[src/rtl/wb_arb_pkg.sv]
// wb_arb_pkg: state encoding, master indices and default widths shared by the
// two-master Wishbone arbiter and its watchdog.
package wb_arb_pkg;

  typedef enum logic [1:0] {
    IDLE   = 2'd0,
    GRANT0 = 2'd1,
    GRANT1 = 2'd2,
    ABORT  = 2'd3
  } state_t;

  localparam logic MASTER0 = 1'b0;
  localparam logic MASTER1 = 1'b1;

  localparam int DEF_DATA_W = 128;
  localparam int DEF_ADR_W  = 5;

  // Wide enough for the largest legal TIMEOUT_CYCLES (65535).
  localparam int WD_CNT_W = 16;

endpackage

[src/rtl/wb_arb_timeout.sv]
// wb_arb_timeout: ack watchdog; counts enabled cycles and flags the cycle in
// which the TIMEOUT_CYCLES-th consecutive unanswered cycle is reached.
module wb_arb_timeout
  import wb_arb_pkg::*;
#(
  parameter int TIMEOUT_CYCLES = 255
) (
  input  logic clock,
  input  logic reset,
  input  logic count_en,
  input  logic clear,
  output logic expired
);

  logic [WD_CNT_W-1:0] count_reg;

  always_ff @(posedge clock or negedge reset) begin
    if (!reset) begin
      count_reg <= '0;
    end else if (clear) begin
      count_reg <= '0;
    end else if (count_en) begin
      count_reg <= count_reg + 1'b1;
    end
  end

  // Combinational so the FSM moves to ABORT on the same edge the limit is hit.
  assign expired = count_en && (count_reg == WD_CNT_W'(TIMEOUT_CYCLES - 1));

endmodule

[src/rtl/wb_arbiter.sv]
// wb_arbiter: two Wishbone masters sharing one slave, round-robin on contention.
// Define WB_ARB_TIMEOUT_EN to add the ack watchdog that aborts a stalled grant.
module wb_arbiter
  import wb_arb_pkg::*;
#(
  parameter int DATA_W         = DEF_DATA_W,
  parameter int ADR_W          = DEF_ADR_W,
  parameter int TIMEOUT_CYCLES = 255
) (
  input  logic              clock,
  input  logic              reset,
  input  logic              m0_strobe,
  input  logic              m0_we,
  input  logic [ADR_W-1:0]  m0_adr,
  input  logic [DATA_W-1:0] m0_wdata,
  output logic [DATA_W-1:0] m0_rdata,
  output logic              m0_ack,
  output logic              m0_error,
  input  logic              m1_strobe,
  input  logic              m1_we,
  input  logic [ADR_W-1:0]  m1_adr,
  input  logic [DATA_W-1:0] m1_wdata,
  output logic [DATA_W-1:0] m1_rdata,
  output logic              m1_ack,
  output logic              m1_error,
  output logic              s_strobe,
  output logic              s_we,
  output logic [ADR_W-1:0]  s_adr,
  output logic [DATA_W-1:0] s_wdata,
  input  logic [DATA_W-1:0] s_rdata,
  input  logic              s_ack,
  input  logic              s_error,
  output logic [1:0]        grant
);

  state_t state_reg, state_next;
  logic   last_grant_reg, last_grant_next;
  logic   wd_expired;

  if (TIMEOUT_CYCLES < 1 || TIMEOUT_CYCLES > 65535) begin : g_bad_timeout
    $error("wb_arbiter: TIMEOUT_CYCLES must be within 1..65535");
  end

`ifdef WB_ARB_TIMEOUT_EN
  logic wd_count_en;

  assign wd_count_en = (((state_reg == GRANT0) && m0_strobe) ||
                        ((state_reg == GRANT1) && m1_strobe)) && !s_ack && !s_error;

  // Any cycle that is not an unanswered owned request restarts the count.
  wb_arb_timeout #(
    .TIMEOUT_CYCLES(TIMEOUT_CYCLES)
  ) u_timeout (
    .clock   (clock),
    .reset   (reset),
    .count_en(wd_count_en),
    .clear   (!wd_count_en),
    .expired (wd_expired)
  );
`else
  assign wd_expired = 1'b0;
`endif

  always_ff @(posedge clock or negedge reset) begin
    if (!reset) begin
      state_reg      <= IDLE;
      last_grant_reg <= MASTER1;
    end else begin
      state_reg      <= state_next;
      last_grant_reg <= last_grant_next;
    end
  end

  always_comb begin
    state_next      = state_reg;
    last_grant_next = last_grant_reg;
    grant           = 2'b00;
    s_strobe        = 1'b0;
    s_we            = 1'b0;
    s_adr           = '0;
    s_wdata         = '0;
    m0_rdata        = '0;
    m0_ack          = 1'b0;
    m0_error        = 1'b0;
    m1_rdata        = '0;
    m1_ack          = 1'b0;
    m1_error        = 1'b0;

    case (state_reg)
      IDLE: begin
        if (m0_strobe && m1_strobe) begin
          state_next = (last_grant_reg == MASTER1) ? GRANT0 : GRANT1;
        end else if (m0_strobe) begin
          state_next = GRANT0;
        end else if (m1_strobe) begin
          state_next = GRANT1;
        end
      end

      GRANT0: begin
        grant    = 2'b01;
        s_strobe = m0_strobe;
        s_we     = m0_we;
        s_adr    = m0_adr;
        s_wdata  = m0_wdata;
        m0_rdata = s_rdata;
        m0_ack   = s_ack;
        m0_error = s_error;
        if (!m0_strobe) begin
          last_grant_next = MASTER0;
          state_next      = m1_strobe ? GRANT1 : IDLE;
        end else if (wd_expired) begin
          last_grant_next = MASTER0;
          state_next      = ABORT;
        end
      end

      GRANT1: begin
        grant    = 2'b10;
        s_strobe = m1_strobe;
        s_we     = m1_we;
        s_adr    = m1_adr;
        s_wdata  = m1_wdata;
        m1_rdata = s_rdata;
        m1_ack   = s_ack;
        m1_error = s_error;
        if (!m1_strobe) begin
          last_grant_next = MASTER1;
          state_next      = m0_strobe ? GRANT0 : IDLE;
        end else if (wd_expired) begin
          last_grant_next = MASTER1;
          state_next      = ABORT;
        end
      end

      ABORT: begin
        // last_grant was loaded with the aborted owner on entry.
        state_next = IDLE;
        if (last_grant_reg == MASTER0) begin
          grant    = 2'b01;
          m0_error = 1'b1;
        end else begin
          grant    = 2'b10;
          m1_error = 1'b1;
        end
      end

      default: state_next = IDLE;
    endcase
  end

endmodule

[config.mk]
export PLATFORM = sky130hd
export DESIGN_NAME = wb_arbiter
export DESIGN_NICKNAME = d
export VERILOG_FILES = /design/src/rtl/wb_arb_pkg.sv /design/src/rtl/wb_arb_timeout.sv /design/src/rtl/wb_arbiter.sv
export SDC_FILE = /design/constraint.sdc
export NUM_CORES = 1
export LEC_CHECK = 0
export ABC_AREA = 1
export CAP_MARGIN = 10
export CORE_AREA = 4 4 306 308
export CTS_BUF_LIST = sky130_fd_sc_hd__clkbuf_8
export DETAILED_ROUTE_END_ITERATION = 8
export DIE_AREA = 0 0 310 312
export HOLD_SLACK_MARGIN = 0.08
export PLACE_DENSITY_LB_ADDON = 0.12
export SYNTH_ARGS = -nofsm -noshare
export SYNTH_HDL_FRONTEND = slang
export SYNTH_SLANG_ARGS = --single-unit
export TNS_END_PERCENT = 100
[constraint.sdc]
create_clock -name clock -period 1.7 [get_ports clock]
set_input_delay 0.34 -clock clock [delete_from_list [all_inputs] [get_ports clock]]
set_output_delay 0.34 -clock clock [all_outputs]
set_load 0.01 [all_outputs]
==> flow_summary.html <==
<table>
<tr><th>Metric</th><th>Value</th></tr>
<tr><th colspan="2">Pwr</th></tr>
<tr><td>PwrDens</td><td>1200 nW/um^2</td></tr>
<tr><td>Cell leakage power</td><td>8.54 nW</td></tr>
<tr><td>Combinational share of power</td><td>0.982</td></tr>
<tr><td>Switching power summed over all nets</td><td>9.23 mW</td></tr>
<tr><td>Clock group share of total power</td><td>0.011</td></tr>
<tr><td>Switch share</td><td>0.499</td></tr>
<tr><td>Max IR drop VDD</td><td>0.000776 V</td></tr>
<tr><td>Sequential share of power</td><td>0.007</td></tr>
<tr><td>Cell-internal power</td><td>9.25 mW</td></tr>
<tr><td>Total power</td><td>18.5 mW</td></tr>
<tr><th colspan="2">Layout</th></tr>
<tr><td>Area added between synthesis and finish</td><td>252%</td></tr>
<tr><td>Final Net Count</td><td>2,355</td></tr>
<tr><td>Share of cells above drive strength 1</td><td>0.308</td></tr>
<tr><td>Count of filler cells inserted in the layout</td><td>10,700</td></tr>
<tr><td>Commonest non-fill, non-tap cells in the layout</td><td>sky130_fd_sc_hd__nand2_1 (485), sky130_fd_sc_hd__clkdlybuf4s50_1 (401), sky130_fd_sc_hd__inv_1 (235)</td></tr>
<tr><td>Design area</td><td>15,400 sq um</td></tr>
<tr><td>Number of flip-flops under the largest register name</td><td>2</td></tr>
<tr><td>Core utilization of the finished layout</td><td>0.169</td></tr>
<tr><td>Most common cell after layout, fill and taps aside</td><td>sky130_fd_sc_hd__nand2_1</td></tr>
<tr><th colspan="2">Placement</th></tr>
<tr><td>HPWL Detailed</td><td>48,500 microns</td></tr>
<tr><td>Post-DP Area</td><td>14,400 sq um</td></tr>
<tr><td>Routability-driven placement congestion ratio</td><td>0.799</td></tr>
<tr><td>Input/output buffers</td><td>798</td></tr>
<tr><th colspan="2">Global route</th></tr>
<tr><td>Vias in the first global route</td><td>9,693</td></tr>
<tr><td>Global Route met3 Usage</td><td>0.0334</td></tr>
<tr><td>First-pass GRT wire length</td><td>75,300 microns</td></tr>
<tr><td>Met2 track utilization from global routing</td><td>0.221</td></tr>
<tr><td>Most used routing layer in global routing</td><td>met2</td></tr>
<tr><td>Antenna violations before repair</td><td>21</td></tr>
<tr><td>Total congestion overflow</td><td>0</td></tr>
<tr><td>Pin count of the biggest net entering global routing</td><td>57</td></tr>
<tr><td>Met1 track utilization from global routing</td><td>0.107</td></tr>
<tr><td>Total global-route track usage</td><td>0.109</td></tr>
<tr><th colspan="2">Critical path</th></tr>
<tr><td>Capturing instance or port of the critical path</td><td>m0_rdata[73]</td></tr>
<tr><td>Biggest cell delay along the critical path</td><td>0.39 ns</td></tr>
<tr><td>Critical path, cell by cell</td><td>buf_6, ha_4, buf_12, buf_16, buf_12, buf_12, buf_8, nand2_2, inv_2, buf_6</td></tr>
<tr><td>Critical Path Stages</td><td>10</td></tr>
<tr><td>Launch point of the worst path</td><td>state_reg[0]</td></tr>
<tr><td>Worst setup EP type</td><td>output pin</td></tr>
<tr><td>Logic depth of the worst register-to-register path</td><td>12</td></tr>
<tr><td>Launching element type of the critical path</td><td>flip-flop</td></tr>
<tr><td>Crit-path max FO</td><td>8</td></tr>
<tr><td>CP bufs+invs</td><td>8</td></tr>
<tr><td>Slowest cell on the critical path</td><td>sky130_fd_sc_hd__dfrtp_1</td></tr>
<tr><td>Worst reg2reg path startpoint</td><td>state_reg[0]</td></tr>
<tr><td>Worst R2R End</td><td>state_reg[0]</td></tr>
<tr><td>Endpoint arrival time on the critical path</td><td>1.85 ns</td></tr>
<tr><td>Top delay family on crit path</td><td>buffers and inverters</td></tr>
<tr><td>Worst-case register-to-register setup slack</td><td>0.04 ns</td></tr>
<tr><td>Data required time at the worst endpoint</td><td>1.36 ns</td></tr>
<tr><td>Most common cell on crit path</td><td>sky130_fd_sc_hd__buf_12</td></tr>
<tr><td>Crit Path Class</td><td>flip-flop to output pin</td></tr>
<tr><th colspan="2">STA</th></tr>
<tr><td>Sum of negative setup slack</td><td>-135.67 ns</td></tr>
<tr><td>Headroom to the max-slew limit</td><td>0.795</td></tr>
<tr><td>Final period util</td><td>1.29</td></tr>
<tr><td>Achievable Freq</td><td>457 MHz</td></tr>
<tr><td>Setup repair after global routing missed its margin</td><td>yes</td></tr>
<tr><td>Final Max Tran Viols</td><td>0</td></tr>
<tr><td>Final count of negative-setup-slack endpoints</td><td>397</td></tr>
<tr><td>Post-Route Hold Slack</td><td>0.349 ns</td></tr>
<tr><td>Endpoints failing hold</td><td>0</td></tr>
<tr><td>Final WS setup</td><td>-0.489 ns</td></tr>
<tr><td>Tightest Pin Transition</td><td>0.308 ns</td></tr>
<tr><td>Clock period minus worst slack</td><td>2.19 ns</td></tr>
<tr><td>Final clock skew</td><td>0.00311 ns</td></tr>
<tr><th colspan="2">Synth</th></tr>
<tr><td>Number of synthesized register bits</td><td>3</td></tr>
<tr><td>Post-Synth Adder-Cell Area</td><td>0.0171</td></tr>
<tr><td>Number of different library cells in the post-synthesis netlist</td><td>15</td></tr>
<tr><td>Portion of netlist area occupied by mux cells</td><td>0</td></tr>
<tr><td>Mapped Avg Cell Area</td><td>4.20 sq um</td></tr>
<tr><td>Synthesized instance count</td><td>1,046</td></tr>
<tr><td>Largest family of logic cells by synthesized area</td><td>simple AND/OR/NAND/NOR gates</td></tr>
<tr><td>Summed instance area of the synthesized netlist</td><td>4390 sq um</td></tr>
<tr><td>Synthesis Warnings</td><td>0</td></tr>
<tr><td>Proportion of synthesized chip area in sequential cells</td><td>0.0174</td></tr>
<tr><td>Net Count, Synth</td><td>1,454</td></tr>
<tr><td>Compound-gate portion of the synthesized area</td><td>0.161</td></tr>
<tr><td>Area share of xor/xnor cells in the synthesized design</td><td>0</td></tr>
<tr><td>Share of synthesized cell area in and, or, nand and nor gates</td><td>0.475</td></tr>
<tr><th colspan="2">Clock network</th></tr>
<tr><td>Clock tree from TritonCTS</td><td>built</td></tr>
<tr><td>Total clock buffers created by CTS</td><td>3</td></tr>
<tr><td>Clock net sink count</td><td>3</td></tr>
<tr><td>CTS Root Buffer Type</td><td>sky130_fd_sc_hd__clkbuf_8</td></tr>
<tr><td>Clock transition at the registers of the reported paths</td><td>0.03 ns</td></tr>
<tr><td>Clock tree buffer depth</td><td>2</td></tr>
<tr><td>H-tree lvl count</td><td>1</td></tr>
<tr><td>Latest clock arrival within the worst-skew pair</td><td>0.22 ns</td></tr>
<tr><th colspan="2">Die</th></tr>
<tr><td>DIE HEIGHT</td><td>312 microns</td></tr>
<tr><td>Die Footprint</td><td>96,700 sq um</td></tr>
<tr><td>Initial standard-cell utilization of the core</td><td>0.0482</td></tr>
<tr><td>Number of rows created at floorplan</td><td>111</td></tr>
<tr><td>Die Wd</td><td>310 microns</td></tr>
<tr><td>Top-Level Pins</td><td>799</td></tr>
<tr><td>Placeable core region</td><td>91,100 sq um</td></tr>
<tr><th colspan="2">Route</th></tr>
<tr><td>Detail-routed net length per standard cell</td><td>18.6 microns</td></tr>
<tr><td>Remaining routing DRC violations</td><td>0</td></tr>
<tr><td>Detailed-route via count</td><td>9,638</td></tr>
<tr><td>Detailed router's first-iteration violation count</td><td>221</td></tr>
<tr><td>Antenna violation net count after detailed routing</td><td>0</td></tr>
<tr><td>Pre-Repair DR Iteration Count</td><td>4</td></tr>
<tr><td>Total Routed Length</td><td>58,400 microns</td></tr>
<tr><td>Vias per inst</td><td>3.07</td></tr>
<tr><th colspan="2">Outcome</th></tr>
<tr><td>Failing checks</td><td>setup timing</td></tr>
<tr><td>Status</td><td>complete, but fails checks</td></tr>
<tr><th colspan="2">Flow run</th></tr>
<tr><td>Max Cap Violations</td><td>0</td></tr>
<tr><th colspan="2">Worst hold path</th></tr>
<tr><td>Type of the tightest min-delay check</td><td>input port to async pin</td></tr>
</table>
-- worst reg2reg max path: cells and delay by family, from the launching register on --
kind	cells	cell delay [ns]
adders and majority gates	1	0.17
and+or+nand+nor	5	0.32
DFF	1	0.39
buffers and inverters	6	0.72
-- worst min path at each step --
stage,end,slack (ns),cells after the start
finish,state_reg[1],0.35,1
global route,state_reg[1],0.35,1
CTS,state_reg[1],0.34,1
detailed placement,state_reg[0],0.57,1
global placement,state_reg[0],0.56,1
floorplan,state_reg[0],0.04,0
-- metrics by stage --
| step | setup slack, ns | std cells |
|---|---|---|
| finish | -0.489 | 3138 |
| global route | -0.553 | 3137 |
| CTS | -0.603 | 3092 |
| detailed placement | -0.689 | 3038 |
| global placement | -0.667 | 3038 |
| floorplan | -0.0235 | 1046 |
-- power by group through the flow --
stage,combinational [mW],clock (mW),sequential (mW)
floorplan,5.69,0,0.146
global placement,15.5,0,0.128
detailed placement,15.5,0,0.127
CTS,16.8,0.208,0.134
global route,19.6,0.217,0.139
finish,18.1,0.201,0.134
-- synthesized netlist by cell type --
master / n / area [sq um]
sky130_fd_sc_hd__nand2_1: 546 / 2050
sky130_fd_sc_hd__dfstp_2: 1 / 26.3
sky130_fd_sc_hd__ha_1: 6 / 75.1
sky130_fd_sc_hd__nor2_1: 6 / 22.5
sky130_fd_sc_hd__o21bai_1: 1 / 7.51
sky130_fd_sc_hd__clkbuf_1: 10 / 37.5
sky130_fd_sc_hd__buf_4: 9 / 67.6
sky130_fd_sc_hd__o21ai_0: 1 / 5.00
sky130_fd_sc_hd__buf_2: 45 / 225
sky130_fd_sc_hd__inv_1: 266 / 998
sky130_fd_sc_hd__inv_2: 1 / 3.75
sky130_fd_sc_hd__a21oi_1: 139 / 696
sky130_fd_sc_hd__nand3_1: 3 / 15.0
sky130_fd_sc_hd__buf_6: 10 / 113
sky130_fd_sc_hd__dfrtp_1: 2 / 50.1
-- layer usage --
layer / share of wire / vias to the layer above
met1: 0.35 / 4318
met4: 0.025 / 2
met2: 0.55 / 474
met5: 0.00022 / -
met3: 0.077 / 58
li1: - / 4786
-- cell families after synthesis --
| kind of cell | after synthesis |
|---|---|
| DFF | 3 |
| buffers and inverters | 341 |
| AOI/OAI and AO/OA | 141 |
| and+or+nand+nor | 555 |
| adders and majority gates | 6 |
-- timing repair --
action / CTS / global route
endpoints found under the setup margin: 399 / 400
resized for setup: 706 / 736
hold buffers: 0 / 0
setup buffers: 36 / 37
pin swaps: 12 / 21
gates cloned: 14 / 13
-- final cells by class --
| cell class | instances | area [sq um] | area share |
|---|---|---|---|
| Inverter | 267 | 1000 | 0.0651 |
| Clock inverter | 1 | 3.75 | 0.000243 |
| Multi-Input combinational cell | 702 | 3330 | 0.215 |
| Sequential cell | 3 | 76.3 | 0.00494 |
| Antenna cell | 6 | 15.0 | 0.000972 |
| Clock buffer | 3 | 41.3 | 0.00267 |
| Timing Repair Buffer | 970 | 9490 | 0.615 |
| Tap cell | 1186 | 1480 | 0.0961 |
Note: power is estimated with default switching activity, not from simulation.
